===== src/rtl/decoder_n_scan.sv =====
// rtl/decoder_n_scan.sv - registered binary-to-one-hot decoder with direct and scan modes
module decoder_n_scan #(
  parameter int SEL_W   = 2,
  parameter int DWELL_W = 8
) (
  input  logic                  clk,
  input  logic                  rst_n,
  input  logic                  en,
  input  logic                  mode,
  input  logic                  in_valid,
  output logic                  in_ready,
  input  logic [SEL_W-1:0]      in_sel,
  input  logic [DWELL_W-1:0]    dwell,
  output logic [2**SEL_W-1:0]   out,
  output logic                  out_valid,
  output logic                  scan_wrap
);

  localparam int OUT_W = 2**SEL_W;

  typedef enum logic [1:0] {
    ST_IDLE,
    ST_HOLD,
    ST_SCAN
  } state_t;

  state_t               state_q, state_d;
  logic [SEL_W-1:0]     idx_q, idx_d;
  logic [DWELL_W-1:0]   cnt_q, cnt_d;
  logic [DWELL_W-1:0]   reload_q, reload_d;
  logic [OUT_W-1:0]     out_q, out_d;
  logic                 valid_q, valid_d;
  logic                 wrap_q, wrap_d;

  logic                 accept;
  logic [DWELL_W-1:0]   dwell_m1;
  logic [SEL_W-1:0]     idx_next;

  function automatic logic [OUT_W-1:0] onehot(input logic [SEL_W-1:0] sel);
    return OUT_W'(1) << sel;
  endfunction

  // Handshake: no new value is taken while a scan is running.
  always_comb begin
    in_ready = en & rst_n & (state_q != ST_SCAN);
  end

  // Dwell of zero behaves as one, so the reload value saturates at zero.
  always_comb begin
    accept   = in_valid & in_ready;
    dwell_m1 = (dwell == '0) ? '0 : dwell - DWELL_W'(1);
    idx_next = idx_q + SEL_W'(1);
  end

  // Next-state: disable beats accept, accept beats scan advance.
  always_comb begin
    state_d  = state_q;
    idx_d    = idx_q;
    cnt_d    = cnt_q;
    reload_d = reload_q;
    out_d    = out_q;
    valid_d  = valid_q;
    wrap_d   = 1'b0;
    if (!en) begin
      state_d = ST_IDLE;
      out_d   = '0;
      valid_d = 1'b0;
    end else if (accept) begin
      idx_d   = in_sel;
      out_d   = onehot(in_sel);
      valid_d = 1'b1;
      if (mode) begin
        state_d  = ST_SCAN;
        reload_d = dwell_m1;
        cnt_d    = dwell_m1;
      end else begin
        state_d = ST_HOLD;
      end
    end else if (state_q == ST_SCAN) begin
      if (!mode) begin
        // Freeze on the current position; no advance on this edge.
        state_d = ST_HOLD;
      end else if (cnt_q == '0) begin
        idx_d  = idx_next;
        out_d  = onehot(idx_next);
        cnt_d  = reload_q;
        wrap_d = &idx_q;
      end else begin
        cnt_d = cnt_q - DWELL_W'(1);
      end
    end
  end

  // State and output registers with synchronous reset.
  always_ff @(posedge clk) begin
    if (!rst_n) begin
      state_q  <= ST_IDLE;
      idx_q    <= '0;
      cnt_q    <= '0;
      reload_q <= '0;
      out_q    <= '0;
      valid_q  <= 1'b0;
      wrap_q   <= 1'b0;
    end else begin
      state_q  <= state_d;
      idx_q    <= idx_d;
      cnt_q    <= cnt_d;
      reload_q <= reload_d;
      out_q    <= out_d;
      valid_q  <= valid_d;
      wrap_q   <= wrap_d;
    end
  end

  assign out       = out_q;
  assign out_valid = valid_q;
  assign scan_wrap = wrap_q;

endmodule


===== config.mk =====
export PLATFORM = sky130hd
export DESIGN_NAME = decoder_n_scan
export DESIGN_NICKNAME = d
export VERILOG_FILES = /design/src/rtl/decoder_n_scan.sv
export SDC_FILE = /design/constraint.sdc
export NUM_CORES = 1
export LEC_CHECK = 0
export CAP_MARGIN = 20
export CORE_ASPECT_RATIO = 1.2
export CORE_MARGIN = 3
export CORE_UTILIZATION = 48
export DETAILED_ROUTE_END_ITERATION = 12
export GPL_TIMING_DRIVEN = 0
export PLACE_DENSITY_LB_ADDON = 0.15
export REMOVE_ABC_BUFFERS = 1
export SYNTH_ARGS = -nofsm -noshare
export SYNTH_HDL_FRONTEND = slang
export SYNTH_SLANG_ARGS = --single-unit

===== constraint.sdc =====
create_clock -name clk -period 1.98 [get_ports clk]
set_input_delay 0.396 -clock clk [delete_from_list [all_inputs] [get_ports clk]]
set_output_delay 0.396 -clock clk [all_outputs]
set_load 0.02 [all_outputs]

# Word-level counts from Yosys, hierarchy flattened
# Cells that the tools add are included.
# word_totals
inputBits	15
output_inout_bits	7
ff_bits	26
word_cells	56
# op_classes
n_eq_ne	5
reduce_logical	13
add_sub_neg	3
bitwise	8
muxes	18
n_shift	2
# ops
cell	count
8-bit two-way mux	6
8-bit zero test	2
2-bit two-way mux	8
4-bit two-way mux	4
8-bit by 1-bit subtractor with 8-bit output (second input constant)	2
4-bit AND reduction	2
1-bit by 2-bit << shifter with 4-bit output (first input constant)	2
2-bit != test (second input constant)	3
2-bit AND reduction	3
3-bit AND reduction	2
2-bit nonzero test	3
6-bit OR reduction	1
1-bit NOT	5
1-bit AND	3
2-bit by 1-bit adder with 2-bit output (second input constant)	1
2-bit == test (second input constant)	1
2-bit by 1-bit != test with 1-bit output (second input constant)	1

# Logic depth before layout (Yosys ltp)
# Gate-level depths: netlist of the first run.
# logic_depth
depth_word	6
depth_mapped	9
mapped_depth_nobuf	7

# Worst setup path before layout of the first run
# No wires, ideal clock.
# synth_path
path_type	flip-flop to flip-flop
startpoint	reg cnt_q[0]
endpoint	reg out_q[0], in the netlist out[0]
stages_incl_launch_ff	10
arrival_ns	1.907
path_slack_ns	-0.019
setup_time_ns	0.092
synth_period_minus_slack_ns	1.999
t_required_ns	1.888
n_path_buf	2
cell_sequence	dfxtp_1 -> inv_1 -> ha_1 -> or4b_4 -> buf_6 -> nand2b_4 -> buf_6 -> o21ai_4 -> nand2_2 -> o32ai_1
# synth_via
elab_chain_len	3
# synth_rtl
element	line_no	rtl
start: declaration	29	logic [DWELL_W-1:0] cnt_q, cnt_d;
start signal: assignment	107	cnt_q <= cnt_d;
8-bit zero test	83	end else if (cnt_q == '0) begin
2-bit nonzero test (no line)	--	
3-bit AND reduction (no line)	--	
end signal: assignment	109	out_q <= out_d;
end: declaration	31	logic [OUT_W-1:0] out_q, out_d;
# No other way between the ends.
# A chain may end at the register's enable or synchronous reset.

# Final worst setup path of the first run
# layout_path
startpoint	reg cnt_q[0]
endpoint	reg out_q[1], in the netlist out[1]
# Same word-level chain as after synthesis.

==> results of run 1 <==
power by group:
group | switching [mW] | internal (mW) | total (mW)
clock | 0.157 | 0.112 | 0.270
sequential | 0.0166 | 0.538 | 0.554
combinational | 0.135 | 0.127 | 0.261
total | 0.308 | 0.777 | 1.09
layer usage:
layer | share of wire (%) | track usage [%]
met5 | 0 | 0
met1 | 43 | 23.5
met3 | 2.6 | 1.89
met4 | 2.6 | 11.0
met2 | 52 | 36.0
sequential cells by signal, summed over array words and instances (netlist names):
name,flops
cnt_q,8
reload_q,8
out,4
idx_q,2
state_q,2
out_valid,1
scan_wrap,1
layout make-up:
type	instances	area share [%]
Clock buffer	4	1.90
Tap cell	34	2.23
Inverter	8	1.58
Timing Repair Buffer	27	13.7
Sequential cell	26	27.7
Multi-Input combinational cell	154	52.9
worst paths after layout:
check	start	endpoint	slack, ns	cells past startpoint
max reg2reg	cnt_q[0]	out[1]	0.05	7
min	out_valid	out_valid	0.46	2
max	cnt_q[0]	out[1]	0.05	7
min reg2reg	out_valid	out_valid	0.46	2
stage by stage:
step | TNS (ns) | setup WS (ns)
floorplan | 0 | 0.106
global placement | -15.80 | -0.871
detailed placement | -16.35 | -0.898
CTS | 0 | 0.000457
global route | -0.175 | -0.0456
finish | 0 | 0.0503
cells in the final DEF (no fill, tap or decap), types with 6 or more instances in the layout:
cell type	count
dfxtp_1	24
nand2_1	27
inv_1	6
clkdlybuf4s50_1	19
nor3_1	10
nor2_1	16
o21ai_0	14
a21oi_1	15
critical path, cell delays in order, from the launching register on:
cell	delay, ns
dfxtp_4	0.40
inv_2	0.07
ha_2	0.17
or4b_4	0.51
nand2b_4	0.20
o21ai_4	0.15
nand2_2	0.12
o32ai_2	0.23
kinds of logic after synthesis:
logic type / synth area share [%]
and+or+nand+nor: 28.0
AOI/OAI and AO/OA: 23.0
DFF: 33.7
buffers and inverters: 5.03
muxes: 3.97
adders and majority gates: 4.06
xor gates and xnor gates: 2.27
what timing repair did:
item                                    4_1_cts  5_1_grt
hold buffers                                  0        0
hold endpoints to repair                      0        0
gates cloned                                  0        0
gates resized for setup                      17        8
buffers inserted                              4        2
pin swaps                                     1        4
endpoints found under the setup margin       24       16
==> results_dict.tcl, run 1 <==
set metrics [dict create \
    critPathLaunchType "flip-flop" \
    seqCellArea_um2 528 \
    hold_slack_ns 0.462 \
    yosys-top-cells-area "dfxtp_1 (34%), nand2_1 (6.6%), a21oi_1 (4.9%)" \
    firstDrtPassIters 4 \
    core_area_mm2 0.00294 \
    syn_inst 196 \
    clock_path_buffers 2 \
    grt_max_degree 23 \
    cts-root-buf "clkbuf_4" \
    numPortBuffers 21 \
    worstSetupEndpointType "flip-flop" \
    clk_pin_slew_worst_paths_ns 0.14 \
    fp.dieW_um 57.8 \
    layout-drive-gt1-share_pct 14.6 \
    timing.final.crit_share_pct 97.5 \
    synthTopCellsByCount "nand2_1 (27), dfxtp_1 (26), nor2_1 (16), a21oi_1 (15), o21ai_0 (15)" \
    tightest_slew_ns 0.416 \
    cts_buffers 3 \
    dp_hpwl_mm 2.75 \
    slew_headroom_pct 72.1 \
    diodes 0 \
    final_util_pct 64.8 \
    drc 0 \
    outcome "complete, no violations" \
    fin_cells 253 \
    cts_tree "built" \
    grt_pass1_wl_mm 6.16 \
    irDropWorstVdd_v 0.000333 \
    final-hold-violation-count 0 \
    hold_class "flip-flop to flip-flop" \
    yosysTopAreaCellShare_pct 33.7 \
    synth_seq_cells 26 \
    p_leak_nw 0.714 \
    fin_skew_ns 0.000681 \
    drtIter0Drc 67 \
    wl_per_cell_um 14.2 \
    synth_ff_type "dfxtp_1" \
    avgSynthCellArea_um2 7.87 \
    fillerInstances 267 \
    nNetsFinal 240 \
    power_mw 1.09 \
    async_flop_share_pct 0 \
    synth.yosys.seq_area_share_pct 33.7 \
    yosys_warnings 0 \
    drv.max_cap_violation_count 0 \
    max_freq_mhz 518 \
    initial_core_util_pct 52.4 \
    place_area_mm2 0.00175 \
    clkLatencyLatePin_ns 0.32 \
    drt-total-wl_mm 3.60 \
    stdcell_area_mm2 0.00191 \
    dieArea_mm2 0.00393 \
    finalCriticalPeriod_ns 1.93 \
    rsz0062_at_grt "yes" \
    synth_most_common_cell "nand2_1" \
    synth_edf_count 0 \
    via_per_inst 5.74 \
    worst-path-max-fanout 7 \
    multiInputGateArea_mm2 0.00101 \
    worst-endpoint-required_ns 2.22 \
    synth_area_mm2 0.00154 \
    cts.sinks 26 \
    synth_top_cell_by_area "dfxtp_1" \
    htreeDepth 1 \
    powerDensity_mw_per_mm2 569 \
    grt_pass1_vias 1437 \
    gp_congestion 0.900 \
    grt_overflow 0 \
    rows 21 \
    drv_slew 0 \
    critPathKind "flip-flop to flip-flop" \
    ios 22 \
    finalSetupViolations 0 \
    synth_cell_types 39 \
    cp_data_arrival_time_ns 2.17 \
    place_inst 243 \
    grt_use_total_pct 20.1 \
    ant_nets 0 \
    antenna_found_initial 0 \
    die_h_um 68.1 \
    syn_to_final_growth_pct 23.5 \
    route.vias.total 1452 \
]
(Power assumes the default switching activity.)
==> run 2: changes to the inputs <==
- ABC_AREA: unset -> 1
- ABC_CLOCK_PERIOD_IN_PS: unset -> 1980
- CORE_UTILIZATION: 48 -> 49
==> run 2 against run 1 <==
Die area is 5.5% higher. Synthesized cell count rose by 28%. Combinational power down 17%. Critical path depth down 3. First-iteration DRC count is 31% lower. Final area up 1.1%. Non-clock buffer count shrank 6.
==> results_dict.tcl, run 2 <==
set metrics [dict create \
    hold_slack_ns 0.474 \
    reg2reg_slack_ns 0.27 \
    cp_data_arrival_time_ns 1.45 \
    final_common_cell "nand2_1" \
    cts.sinks 26 \
    worstSetupEndpointType "primary output" \
    final-hold-violation-count 0 \
    finalCriticalPeriod_ns 1.85 \
    holdPathEnd "out_valid" \
    diodes 0 \
    slew_headroom_pct 54.5 \
    hold_class "flip-flop to flip-flop" \
    max_freq_mhz 542 \
    syn_to_final_growth_pct 15.4 \
    synth_edf_count 0 \
    fp.dieW_um 59.3 \
    final_cell_mix "nand2_1 (62), inv_1 (27), nor2_1 (26), dfxtp_1 (26), nand3_1 (23)" \
    layout-drive-gt1-share_pct 11.5 \
    critPathLaunchType "input pin" \
    crit_family "buffers and inverters" \
    drv.max_cap_violation_count 0 \
    grt_pass1_vias 1397 \
    outcome "complete, no violations" \
    clk_pin_slew_worst_paths_ns 0.14 \
    p_clk_share_pct 32.4 \
    drv_slew 0 \
    place_inst 301 \
    stdcell_area_mm2 0.00193 \
    cts_tree "built" \
    critPathKind "input pin to primary output" \
    grt_max_degree 19 \
    cts_buffers 3 \
    route.vias.total 1561 \
    ant_nets 0 \
    synthXorXnorAreaFrac_pct 0.524 \
    synth-simple-area-share_pct 39.0 \
    post_cts_resized 4 \
    firstDrtPassIters 4 \
    synth_seq_cells 26 \
    synthTopCellsByCount "nand2_1 (62), inv_1 (27), dfxtp_1 (26), nor2_1 (26), nand3_1 (23)" \
    synth_cell_types 29 \
    ios 22 \
    avgSynthCellArea_um2 6.68 \
    crit_path_top_delay_cell "clkdlybuf4s50_1" \
    numPortBuffers 21 \
    dieArea_mm2 0.00415 \
    worst-endpoint-required_ns 1.58 \
    rsz0062_at_grt "no" \
    timing.final.ws_setup_ns 0.134 \
    rr_startpoint "cnt_q[0]" \
    synth_most_common_cell "nand2_1" \
    holdBufCountCts 0 \
    cp_cell_sequence "clkdlybuf4s50_1 -> nand2_4 -> nor2_4 -> clkbuf_2" \
    nNetsFinal 290 \
    synth_top_cell_by_area "dfxtp_1" \
    synth_ff_type "dfxtp_1" \
    drtIter0Drc 46 \
    drt-total-wl_mm 3.45 \
    finalSetupViolations 0 \
    power_frac_seq_pct 48.4 \
    syn_inst 250 \
    initial_core_util_pct 52.8 \
    synth_top_family_by_area "simple AND/OR/NAND/NOR gates" \
    synth-compound-area-share_pct 15.2 \
    timing.final.crit_share_pct 93.2 \
    worst-path-max-fanout 7 \
    irDropWorstVdd_v 0.000409 \
    fin_skew_ns 0.00839 \
    async_flop_share_pct 0 \
    hold_start "out_valid" \
    final_util_pct 60.9 \
    drc 0 \
    p_comb_share_pct 19.2 \
    grt_pass1_wl_mm 6.04 \
    grt_overflow 0 \
    powerDensity_mw_per_mm2 583 \
    core_area_mm2 0.00317 \
    p_switching_mw 0.300 \
    pre_cts_slack_ns -0.764 \
    synth_area_mm2 0.00167 \
    critPathMaxStageDelay_ns 0.57 \
    synth.yosys.seq_area_share_pct 31.2 \
    p_leak_nw 0.868 \
    wl_per_cell_um 11.3 \
    die_h_um 70.0 \
    synth_mux_area_share_pct 0 \
    tightest_slew_ns 0.679 \
    netSwitchingFraction_pct 26.7 \
    yosysTopAreaCellShare_pct 31.2 \
    cts-root-buf "clkbuf_4" \
    clock_path_buffers 2 \
    dp_hpwl_mm 2.62 \
    place_area_mm2 0.00188 \
    rows 22 \
    synth_fa_ha_area_share_pct 3.75 \
    rr_endpoint "cnt_q[1]" \
    worst-path-buf-inv 2 \
    clkLatencyLatePin_ns 0.32 \
    gp_congestion 0.856 \
    htreeDepth 1 \
    fin_cells 305 \
    antenna_found_initial 0 \
    whs_path_depth 2 \
    post_cts_buffers 0 \
    yosys_warnings 0 \
    grt_use_total_pct 18.1 \
    reg2reg_depth 9 \
    via_per_inst 5.12 \
    yosys-top-cells-area "dfxtp_1 (31%), nand2_1 (14%), nand3_1 (6.9%)" \
    cell_internal_pwr_mw 0.824 \
]
run 2: cell count changes after synthesis, sizes merged, moves of 6 or more:
cell   delta
a21oi     +6
inv      +23
nand2    +42
nand3    +23
nor2     +15
nor3     -10
run 2: cell families (layout without fill, tap and decap cells):
family | count (synthesis) | count (layout)
buf+inv | 39 | 58
simple gates | 135 | 135
compound gates | 44 | 44
fa+ha+maj | 5 | 5
xor+xnor | 1 | 1
flops | 26 | 26
run 2: worst max path at each step:
| stage | start | end | slack (ns) | cells past startpoint |
|---|---|---|---|---|
| after floorplan | en | cnt_q[5] | 0.49 | 6 |
| after global placement | rst_n | cnt_q[4] | -0.74 | 6 |
| after detailed placement | rst_n | cnt_q[6] | -0.76 | 6 |
| after CTS | en | in_ready | 0.004 | 4 |
| after global routing | en | reload_q[0] | 0.03 | 7 |
| final | en | in_ready | 0.13 | 4 |
run 2: worst register-to-register path: cells and delay by family, from the launching register on:
family	cells	cell delay, ns
simple gates	5	0.58
buf+inv	2	0.35
flops	1	0.33
compound gates	1	0.19
fa+ha+maj	1	0.18
run 2: per-layer routing:
| layer | share of wire [%] | routed length, um | vias up | GRT usage, % |
|---|---|---|---|---|
| met3 | 1.9 | 66 | 2 | 2.22 |
| met1 | 51 | 1750 | 695 | 25.7 |
| met2 | 46 | 1600 | 18 | 27.3 |
| li1 | - | - | 846 | - |
| met4 | 0.78 | 27 | 0 | 6.55 |
| met5 | 0 | 0 | - | 0 |
run 2: stage by stage:
stage | setup TNS, ns | total power [mW]
2_1_floorplan | 0 | 0.696
3_3_place_gp | -11.08 | 0.769
3_5_place_dp | -11.63 | 0.771
4_1_cts | 0 | 1.14
5_1_grt | 0 | 1.18
6_report | 0 | 1.12
run 2: area by class of cell:
| cell class | instances | area [um2] |
|---|---|---|
| timing repair buffer | 21 | 204 |
| sequential | 26 | 520 |
| clock inverter | 1 | 30.0 |
| tap | 36 | 45.0 |
| clock buffer | 3 | 22.5 |
| fill | 316 | 1240 |
| multi-input combinational | 185 | 981 |
| inverter | 33 | 124 |
run 2: power by group through the flow:
stage	clock, mW	sequential (mW)	combinational, mW
detailed placement	0	0.555	0.216
global placement	0	0.555	0.214
finish	0.364	0.544	0.216
CTS	0.377	0.544	0.216
floorplan	0	0.556	0.140
global route	0.394	0.546	0.243
==> run 3: changes to the inputs <==
- CORE_UTILIZATION: 49 -> 39
==> run 3 against run 2 <==
Total power increased by 7.6%. Setup slack got worse by 0.011 ns. Combinational power about the same. Fmax decreased by 0.57%. Sequential power about the same. Critical endpoint unchanged. Highest routed layer unchanged.
==> results_dict.tcl, run 3 (same netlist as run 2, synthesis figures left out) <==
set metrics [dict create \
    cell_internal_pwr_mw 0.892 \
    dieArea_mm2 0.00511 \
    p_clk_share_pct 37.1 \
    htreeDepth 1 \
    cts-root-buf "clkbuf_8" \
    p_leak_nw 0.891 \
    cts_buffers 3 \
    irDropWorstVdd_v 0.000274 \
    route.vias.total 1553 \
    clock_path_buffers 2 \
    drtIter0Drc 70 \
    grt_pass1_wl_mm 6.29 \
    clk_pin_slew_worst_paths_ns 0.10 \
    initial_core_util_pct 41.4 \
    numPortBuffers 21 \
    fin_skew_ns 0.00616 \
    clkLatencyLatePin_ns 0.27 \
    rows 25 \
    drv.max_cap_violation_count 0 \
    fp.dieW_um 65.7 \
    seqCellArea_um2 520 \
    ant_nets 0 \
    drc 0 \
    critPathKind "input pin to primary output" \
    ios 22 \
    drv_slew 0 \
    layout-drive-gt1-share_pct 11.9 \
    antenna_found_initial 0 \
    cp_data_arrival_time_ns 1.46 \
    worstSetupEndpointType "primary output" \
    final-hold-violation-count 0 \
    final_cell_mix "nand2_1 (62), inv_1 (27), nor2_1 (26), dfxtp_1 (26), nand3_1 (23)" \
    gp_congestion 0.832 \
    timing.final.crit_share_pct 93.8 \
    stdcell_area_mm2 0.00200 \
    multiInputGateArea_um2 981 \
    syn_to_final_growth_pct 19.8 \
    critPathLaunchType "input pin" \
    drt-total-wl_mm 3.44 \
    p_switching_mw 0.317 \
    diodes 0 \
    finalSetupViolations 0 \
    worst-path-max-fanout 12 \
    tightest_slew_ns 0.642 \
    slew_headroom_pct 57.0 \
    final_common_cell "nand2_1" \
    cts.sinks 26 \
    fin_cells 324 \
    firstDrtPassIters 4 \
    via_per_inst 4.79 \
    max_freq_mhz 539 \
    outcome "complete, no violations" \
    grt_pass1_vias 1436 \
    place_inst 319 \
    dp_hpwl_mm 2.72 \
    finalCriticalPeriod_ns 1.86 \
    place_area_mm2 0.00190 \
    cts_tree "built" \
    power_frac_seq_pct 44.9 \
    p_comb_share_pct 18.0 \
    netSwitchingFraction_pct 26.2 \
    fin_setup_tns_ns 0 \
    nNetsFinal 291 \
    rsz0062_at_grt "no" \
    grt_overflow 0 \
    reg2reg_slack_ns 0.26 \
    grt_max_degree 19 \
    worst-endpoint-required_ns 1.58 \
    wl_per_cell_um 10.6 \
    grt_use_total_pct 15.2 \
    holdBufCountCts 0 \
    core_area_mm2 0.00404 \
    powerDensity_mw_per_mm2 604 \
    die_h_um 77.7 \
    fillerInstances 424 \
    hold_class "flip-flop to flip-flop" \
]
## run 3: cell count changes in the layout (fill, tap and decap cells not counted), sizes merged
cell and change:
clkbuf -1, clkdlybuf4s15 +2, clkdlybuf4s50 -1, dlygate4sd2 -1, dlymetal6s2s +1, buf +1
## run 3: timing repair
item	4_1_cts	5_1_grt
buffers inserted	0	1
resized for setup	5	3
pin swaps	0	1
endpoints found under the hold margin	0	0
endpoints found under the setup margin	18	13
## run 3: layout make-up
class | instances | share of cell area (%)
Clock buffer | 3 | 2.06
Clock inverter | 1 | 1.50
Inverter | 33 | 6.32
Multi-Input combinational cell | 185 | 49.0
Sequential cell | 26 | 26.0
Tap cell | 54 | 3.38
Timing Repair Buffer | 22 | 11.7
## run 3: critical path, cell delays in order
cell	delay [ns]
clkdlybuf4s15_1	0.44
nand2_4	0.17
nor2_4	0.17
clkdlybuf4s15_2	0.27
## run 3: metal layers
layer | wire length [um] | track usage, %
met1 | 1760 | 21.2
met2 | 1590 | 24.1
met3 | 62 | 1.74
met4 | 35 | 4.98
met5 | 0 | 0
## run 3: power groups by stage
stage / Combinational [mW] / Sequential, mW / Clock, mW
global route: 0.250 / 0.545 / 0.482
finish: 0.218 / 0.543 / 0.448
detailed placement: 0.217 / 0.555 / 0
CTS: 0.217 / 0.543 / 0.457
global placement: 0.217 / 0.555 / 0
floorplan: 0.140 / 0.556 / 0
## run 3: worst paths after layout
path              startpoint   endpoint  cells past startpoint
setup / recovery       rst_n   in_ready                      4
hold / removal     out_valid  out_valid                      2
setup reg to reg    cnt_q[0]   cnt_q[1]                      9
hold reg to reg    out_valid  out_valid                      2
## run 3: metrics by stage
stage	hold slack, ns	total power [mW]	worst slack (ns)	utilization, %
2_1_floorplan	0.444	0.696	0.485	-
3_3_place_gp	0.443	0.772	-0.721	47.0
3_5_place_dp	0.446	0.772	-0.729	47.0
4_1_cts	0.462	1.22	0.0376	48.9
5_1_grt	0.503	1.28	0.00102	49.6
6_report	0.456	1.21	0.123	49.6
